--- src/rtl/regfile_port_seq.sv ---
// Operand sequencer: serialises rs1/rs2 reads and an optional rd write onto a single-port register file.
// Optional feature macro: RF_SEQ_DUP_READ_SKIP_EN (skip the second read when rs1 == rs2).
module regfile_port_seq #(
  parameter int DATA_WIDTH = 8,
  parameter int ADDR_WIDTH = 3
) (
  input  logic                  clk,
  input  logic                  rst_n,
  input  logic                  req_valid,
  output logic                  req_ready,
  input  logic [ADDR_WIDTH-1:0] req_rs1,
  input  logic [ADDR_WIDTH-1:0] req_rs2,
  input  logic [ADDR_WIDTH-1:0] req_rd,
  input  logic                  req_we,
  input  logic [DATA_WIDTH-1:0] req_wdata,
  output logic                  rsp_valid,
  input  logic                  rsp_ready,
  output logic [DATA_WIDTH-1:0] rsp_op1,
  output logic [DATA_WIDTH-1:0] rsp_op2,
  output logic [ADDR_WIDTH-1:0] rf_address,
  output logic [DATA_WIDTH-1:0] rf_i_data,
  output logic                  rf_mode,
  input  logic [DATA_WIDTH-1:0] rf_o_data
);

  typedef enum logic [2:0] {IDLE, A1, A2, A3, WM, RSP} state_t;

  state_t                state;
  logic [ADDR_WIDTH-1:0] rs2_q;
  logic [ADDR_WIDTH-1:0] rd_q;
  logic                  we_q;
  logic [DATA_WIDTH-1:0] wdata_q;
`ifdef RF_SEQ_DUP_READ_SKIP_EN
  logic                  dup_q;
`endif

  always_ff @(posedge clk) begin
    if (!rst_n) begin
      state      <= IDLE;
      req_ready  <= 1'b1;
      rsp_valid  <= 1'b0;
      rsp_op1    <= '0;
      rsp_op2    <= '0;
      rf_address <= '0;
      rf_i_data  <= '0;
      rf_mode    <= 1'b0;
      rs2_q      <= '0;
      rd_q       <= '0;
      we_q       <= 1'b0;
      wdata_q    <= '0;
`ifdef RF_SEQ_DUP_READ_SKIP_EN
      dup_q      <= 1'b0;
`endif
    end else begin
      case (state)
        IDLE: begin
          if (req_valid) begin
            rs2_q      <= req_rs2;
            rd_q       <= req_rd;
            we_q       <= req_we;
            wdata_q    <= req_wdata;
`ifdef RF_SEQ_DUP_READ_SKIP_EN
            dup_q      <= (req_rs1 == req_rs2);
`endif
            rf_address <= req_rs1;
            req_ready  <= 1'b0;
            state      <= A1;
          end
        end
        A1: begin
`ifdef RF_SEQ_DUP_READ_SKIP_EN
          // Duplicate source: the rs1 read already covers rs2, go straight to the capture state.
          if (dup_q) begin
            if (we_q) begin
              rf_address <= rd_q;
              rf_i_data  <= wdata_q;
            end
            state <= A3;
          end else begin
            rf_address <= rs2_q;
            state      <= A2;
          end
`else
          rf_address <= rs2_q;
          state      <= A2;
`endif
        end
        A2: begin
          rsp_op1 <= rf_o_data;
          if (we_q) begin
            rf_address <= rd_q;
            rf_i_data  <= wdata_q;
          end
          state <= A3;
        end
        A3: begin
          rsp_op2 <= rf_o_data;
`ifdef RF_SEQ_DUP_READ_SKIP_EN
          if (dup_q) rsp_op1 <= rf_o_data;
`endif
          if (we_q) begin
            rf_mode <= 1'b1;
            state   <= WM;
          end else begin
            rsp_valid <= 1'b1;
            state     <= RSP;
          end
        end
        WM: begin
          rf_mode   <= 1'b0;
          rsp_valid <= 1'b1;
          state     <= RSP;
        end
        RSP: begin
          if (rsp_ready) begin
            rsp_valid <= 1'b0;
            req_ready <= 1'b1;
            state     <= IDLE;
          end
        end
        default: begin
          state     <= IDLE;
          req_ready <= 1'b1;
          rsp_valid <= 1'b0;
          rf_mode   <= 1'b0;
        end
      endcase
    end
  end

endmodule

--- config.mk ---
export PLATFORM = sky130hd
export DESIGN_NAME = regfile_port_seq
export DESIGN_NICKNAME = d
export VERILOG_FILES = /design/src/rtl/regfile_port_seq.sv
export SDC_FILE = /design/constraint.sdc
export NUM_CORES = 1
export LEC_CHECK = 0
export ABC_CLOCK_PERIOD_IN_PS = 2200
export CAP_MARGIN = 0
export CORE_MARGIN = 2
export CORE_UTILIZATION = 46
export CTS_CLUSTER_DIAMETER = 150
export DETAILED_ROUTE_END_ITERATION = 10
export PLACE_DENSITY = 0.85
export SETUP_SLACK_MARGIN = 0.1
export SLEW_MARGIN = 25
export SYNTH_ARGS = -nofsm -noshare
export SYNTH_HDL_FRONTEND = slang
export SYNTH_SLANG_ARGS = --single-unit
--- constraint.sdc ---
create_clock -name clk -period 2.2 [get_ports clk]
set_input_delay 0.44 -clock clk [delete_from_list [all_inputs] [get_ports clk]]
set_output_delay 0.44 -clock clk [all_outputs]
set_load 0.03 [all_outputs]
==> Word level (Yosys, flattened, before mapping) <==
Cells that the tools add are included.
{ "totals": {"reg_bits": 48, "out_inout_bits": 30} }
{ "op_classes": {"eq_ne": 10, "n_mux": 15, "n_bitwise": 3, "reduce_logical": 12} }
{ "op_table": {"columns": ["op", "count"], "rows": [
  ["$pmux W3 S6", 1],
  ["$mux W3", 4],
  ["$ne A2 B2 Y1 const B", 5],
  ["$pmux W3 S3", 1],
  ["$reduce_and A3 Y1", 3],
  ["$reduce_and A2 Y1", 4],
  ["$reduce_or A4 Y1", 2],
  ["$eq A3 B2 Y1 const B", 2],
  ["$eq A3 B3 Y1 const B", 2],
  ["$mux W1", 6],
  ["$pmux W1 S4", 1],
  ["$eq A3 B1 Y1 const B", 1],
  ["$logic_not A3 Y1", 1],
  ["$not A1 Y1", 3],
  ["$pmux W1 S3", 1],
  ["$reduce_bool A3 Y1", 1],
  ["$reduce_or A3 Y1", 1],
  ["$pmux W1 S2", 1]
]} }

==> Longest topological paths before layout <==
{ "depth": {"depth_word": 4, "ltp_mapped": 7, "mapped_depth_nobuf": 4} }

==> Worst setup path after synthesis <==
No wires, ideal clock.
{ "synth_timing": {"path_kind": "register to register", "from": "register state[1]", "to": "register rsp_op1[0]", "arrival_time_ns": 1.157, "setup_slack_ns": 0.927, "stages_incl_launch_ff": 6, "path_buffers": 1, "cell_sequence": "dfxtp_1 > buf_6 > inv_4 > nor3_4 > mux2i_1 > nor2b_1"} }
{ "synth_between": {"elab_chain_len": 1} }
{ "synth_lines": {"columns": ["item", "line_no", "rtl"], "rows": [
  ["start: declaration", "28", "state_t state;"],
  ["start signal: assignment", "39", "state <= IDLE;"],
  ["start signal: assignment", "67", "state <= A1;"],
  ["start signal: assignment", "85", "state <= A2;"],
  ["$eq A3 B2 Y1", "55", "case (state)"],
  ["end signal: assignment", "89", "rsp_op1 <= rf_o_data;"],
  ["end: declaration", "18", "output logic [DATA_WIDTH-1:0] rsp_op1,"]
]} }
No other way between the ends.
A chain may end at the register's enable or synchronous reset.

==> Worst setup path after layout <==
{ "layout_timing": {"from": "register rf_mode", "to": "output rf_mode"} }
{ "layout_lines": {"columns": ["item", "line_no", "rtl"], "rows": [
  ["start: declaration", "22", "output logic rf_mode,"],
  ["start signal: assignment", "46", "rf_mode <= 1'b0;"],
  ["start signal: assignment", "102", "rf_mode <= 1'b1;"],
  ["start signal: assignment", "110", "rf_mode <= 1'b0;"]
]} }
No word-level cell between the ends.

==> impl_metrics.yaml <==
outcome:
  outcome: "completed"
critical_path:
  startpoint: "rf_mode"
  endpoint: "rf_mode"
  crit_path_max_fanout: 3
  worstPathCellList: "clkdlybuf4s50_1"
  path_class: "reg -> out"
  cpPeakStageDelay_ps: 710
  crit_slowest_cell: "clkdlybuf4s50_1"
  critPathArrivalTime_ps: 1390
  critPathCaptureType: "output port"
  reg2reg_depth: 4
  cp_top_family: "buffers and inverters"
  crit_path_start_kind: "flip-flop"
  r2r_end: "rf_i_data[1]"
  rrSetupSlack_ps: 540
  r2r_start: "state[1]"
  cp.required_ps: 1760
  cp.buffers_inverters: 1
  crit_cells: 1
cts:
  ctsHoldBuffers: 0
  tritoncts: "built"
  clkSlewWorstSetupHoldPaths_ps: 90
  numCtsBuffers: 5
  cts.sink_count: 48
  post_cts_buffers: 0
  root_buffer: "clkbuf_8"
  htree_levels: 2
  cts_resized: 0
  cts_buffer_depth: 2
  clk_latency_ps: 310
yosys:
  syn_area_per_cell_sq_um: 8.80
  synth_area_leaders: "dfxtp_1 (49%), a21boi_1 (12%), nand2_1 (11%)"
  yosys.area.top_type: "dfxtp_1"
  syn_nets: 255
  synth_compound_area_share_pct: 20.1
  yosys.area.top_type_share_pct: 48.5
  syn_inst: 225
  synth_top_family_by_area: "simple AND/OR/NAND/NOR gates"
  synth_cell_types: 30
  synth_seq_cells: 48
  ys_seq_area_share_pct: 48.5
  synthAdderAreaFrac_pct: 0
  yosys_warnings: 0
  synth_xor_area_share_pct: 0.442
  synthesis.area_sq_mm: 0.00198
  synthSimpleGateAreaFrac_pct: 22.2
  synth.mux.area_fraction_pct: 4.04
detailed_routing:
  drt_first_iter_violations: 95
  dr.pass1.iters: 4
  ant_nets: 0
  drc: 0
  wirelength_mm: 4.59
  vias: 1736
  wl_per_cell_um: 13.8
  vias_per_cell: 5.21
flow_run:
  maxCapViolCount: 0
pwr:
  p_leak_uw: 0.000941
  clkPwrFrac_pct: 24.9
  power_density_mw_per_mm2: 816
  power_frac_seq_pct: 47.2
  switching_power_uw: 714
  swShare_pct: 32.5
  p_int_uw: 1480
  vdd_ir_drop_max_uv: 636
  combPwrFrac_pct: 27.8
global_route:
  grt_pass1_vias: 1679
  grt_pass1_wl_mm: 7.75
  grt_antenna_before_repair: 0
  grt_max_degree: 27
  grt.total_usage_pct: 19.8
  overflow: 0
sta:
  tns_ps: 0
  hold_viol_final: 0
  slew_headroom_pct: 63.9
  timing.final.crit_share_pct: 83.2
  fin_crit_ps: 1830
  slew_viol_final: 0
  max_freq_ghz: 0.546
  tightest_slew_ps: 540
  skew_ps: 8.86
  setup_ws_ps: 370
  finalSetupViolCount: 0
  rsz0062_at_grt: "false"
place:
  place.gp.congestion: 0.846
  pre_cts_slack_ps: 358
  dpl-instance-area_sq_mm: 0.00260
  hpwl_mm: 3.25
  io_buffers: 59
floorplanning:
  die_x_um: 69.6
  ios: 60
  coreArea_sq_mm: 0.00409
  num_rows: 23
  die-area_sq_mm: 0.00485
  start_util_pct: 48.5
  die_h_um: 69.6
final_layout:
  syn2layout_area_growth_pct: 35.9
  antenna_cells: 0
  finish.net_count: 312
  design_area_sq_mm: 0.00269
  drive_gt1_share_pct: 6.71
hold_path:
  worstHoldPathType: "reg -> reg"
==> state kept, by name, indices dropped and copies added, names as in the netlist <==
signal / cells
rsp_op1: 8
wdata_q: 8
rf_i_data: 8
rsp_valid: 1
rf_address: 3
rsp_op2: 8
rd_q: 3
state: 3
we_q: 1
rs2_q: 3
req_ready: 1
rf_mode: 1
==> worst min path at each step <==
| stage | start | to | slack, ps | depth (start not counted) |
|---|---|---|---|---|
| final | rf_i_data[3] | rf_i_data[3] | 450 | 2 |
| after global routing | wdata_q[0] | rf_i_data[0] | 470 | 2 |
| after CTS | rsp_op2[0] | rsp_op2[0] | 460 | 2 |
| after detailed placement | req_ready | req_ready | 440 | 1 |
| after global placement | req_ready | req_ready | 440 | 1 |
| after floorplan | rd_q[2] | rd_q[2] | 430 | 2 |
==> metrics by stage <==
step	power (uW)	hold WS [ps]	utilization (%)	std cells
2_1_floorplan	1450	431	-	225
3_3_place_gp	1650	436	63.6	325
3_5_place_dp	1670	444	63.6	325
4_1_cts	2210	457	65.9	333
5_1_grt	2310	475	65.9	333
6_report	2200	455	65.9	333
==> power by group through the flow <==
stage          clock, uW  combinational [uW]  sequential (uW)
2_1_floorplan          0                 339             1110
3_3_place_gp           0                 599             1050
3_5_place_dp           0                 610             1060
4_1_cts              561                 613             1040
5_1_grt              593                 667             1050
6_report             548                 611             1040
==> synth_stat cells <==
master     number
a211oi_1        1
a21boi_0        1
a21boi_1       31
a21o_1          1
a21oi_1         6
a22o_1          1
a22oi_1         1
a32oi_1         2
a41oi_1         3
and3_1          3
and4_1          2
buf_2           7
buf_4           2
buf_6           1
clkbuf_1        5
dfxtp_1        48
inv_2           2
inv_4           1
mux2i_1         8
nand2_1        57
nand2b_1        1
nand3_1        11
nand4bb_1       1
nor2_1          5
nor2_2          1
nor2b_1        12
nor3_4          1
o21ai_0         8
o31ai_2         1
xor2_1          1
==> metal layers <==
| layer | global-route usage, % | up-vias | part of all wire [%] |
|---|---|---|---|
| met4 | 6.41 | 0 | 1.4 |
| met5 | 0 | - | 0 |
| met1 | 23.7 | 801 | 45 |
| met3 | 9.45 | 5 | 9.6 |
| met2 | 31.3 | 54 | 44 |
| li1 | - | 876 | - |
==> logic make-up after synthesis <==
logic type,after synthesis
AO/OA/AOI/OAI,56
XOR/XNOR,1
buffers and inverters,18
flip-flops,48
multiplexers,8
AND/OR/NAND/NOR,94
==> cells in the final DEF (no fill, tap or decap) <==
cell / Yosys / layout
a41oi_1: 3 / 3
a21boi_1: 31 / 31
a22oi_1: 1 / 1
a21o_1: 1 / 1
xor2_1: 1 / 1
nand4bb_1: 1 / 1
clkbuf_1: 5 / 1
buf_4: 2 / 6
nor2_1: 5 / 5
a32oi_1: 2 / 2
and3_1: 3 / 3
a211oi_1: 1 / 1
nand2_1: 57 / 57
nand3_1: 11 / 11
a22o_1: 1 / 1
clkinvlp_4: 0 / 1
inv_4: 1 / 1
nor2b_1: 12 / 12
a21oi_1: 6 / 6
nor2_2: 1 / 1
clkdlybuf4s50_1: 0 / 59
inv_2: 2 / 2
o21ai_0: 8 / 8
and4_1: 2 / 2
clkbuf_8: 0 / 6
a21boi_0: 1 / 1
nand2b_1: 1 / 1
nor3_4: 1 / 1
mux2i_1: 8 / 8
o31ai_2: 1 / 1
dfxtp_1: 48 / 48
==> final cells by class <==
type | instances | area [sq um]
clock buffers | 7 | 86.3
clock inverters | 1 | 7.51
fillers | 376 | 1390
inverters | 3 | 13.8
multi-input cells | 159 | 926
flip-flops and latches | 48 | 961
well taps | 50 | 62.6
repair buffers | 65 | 636
(Power assumes the default switching activity.)
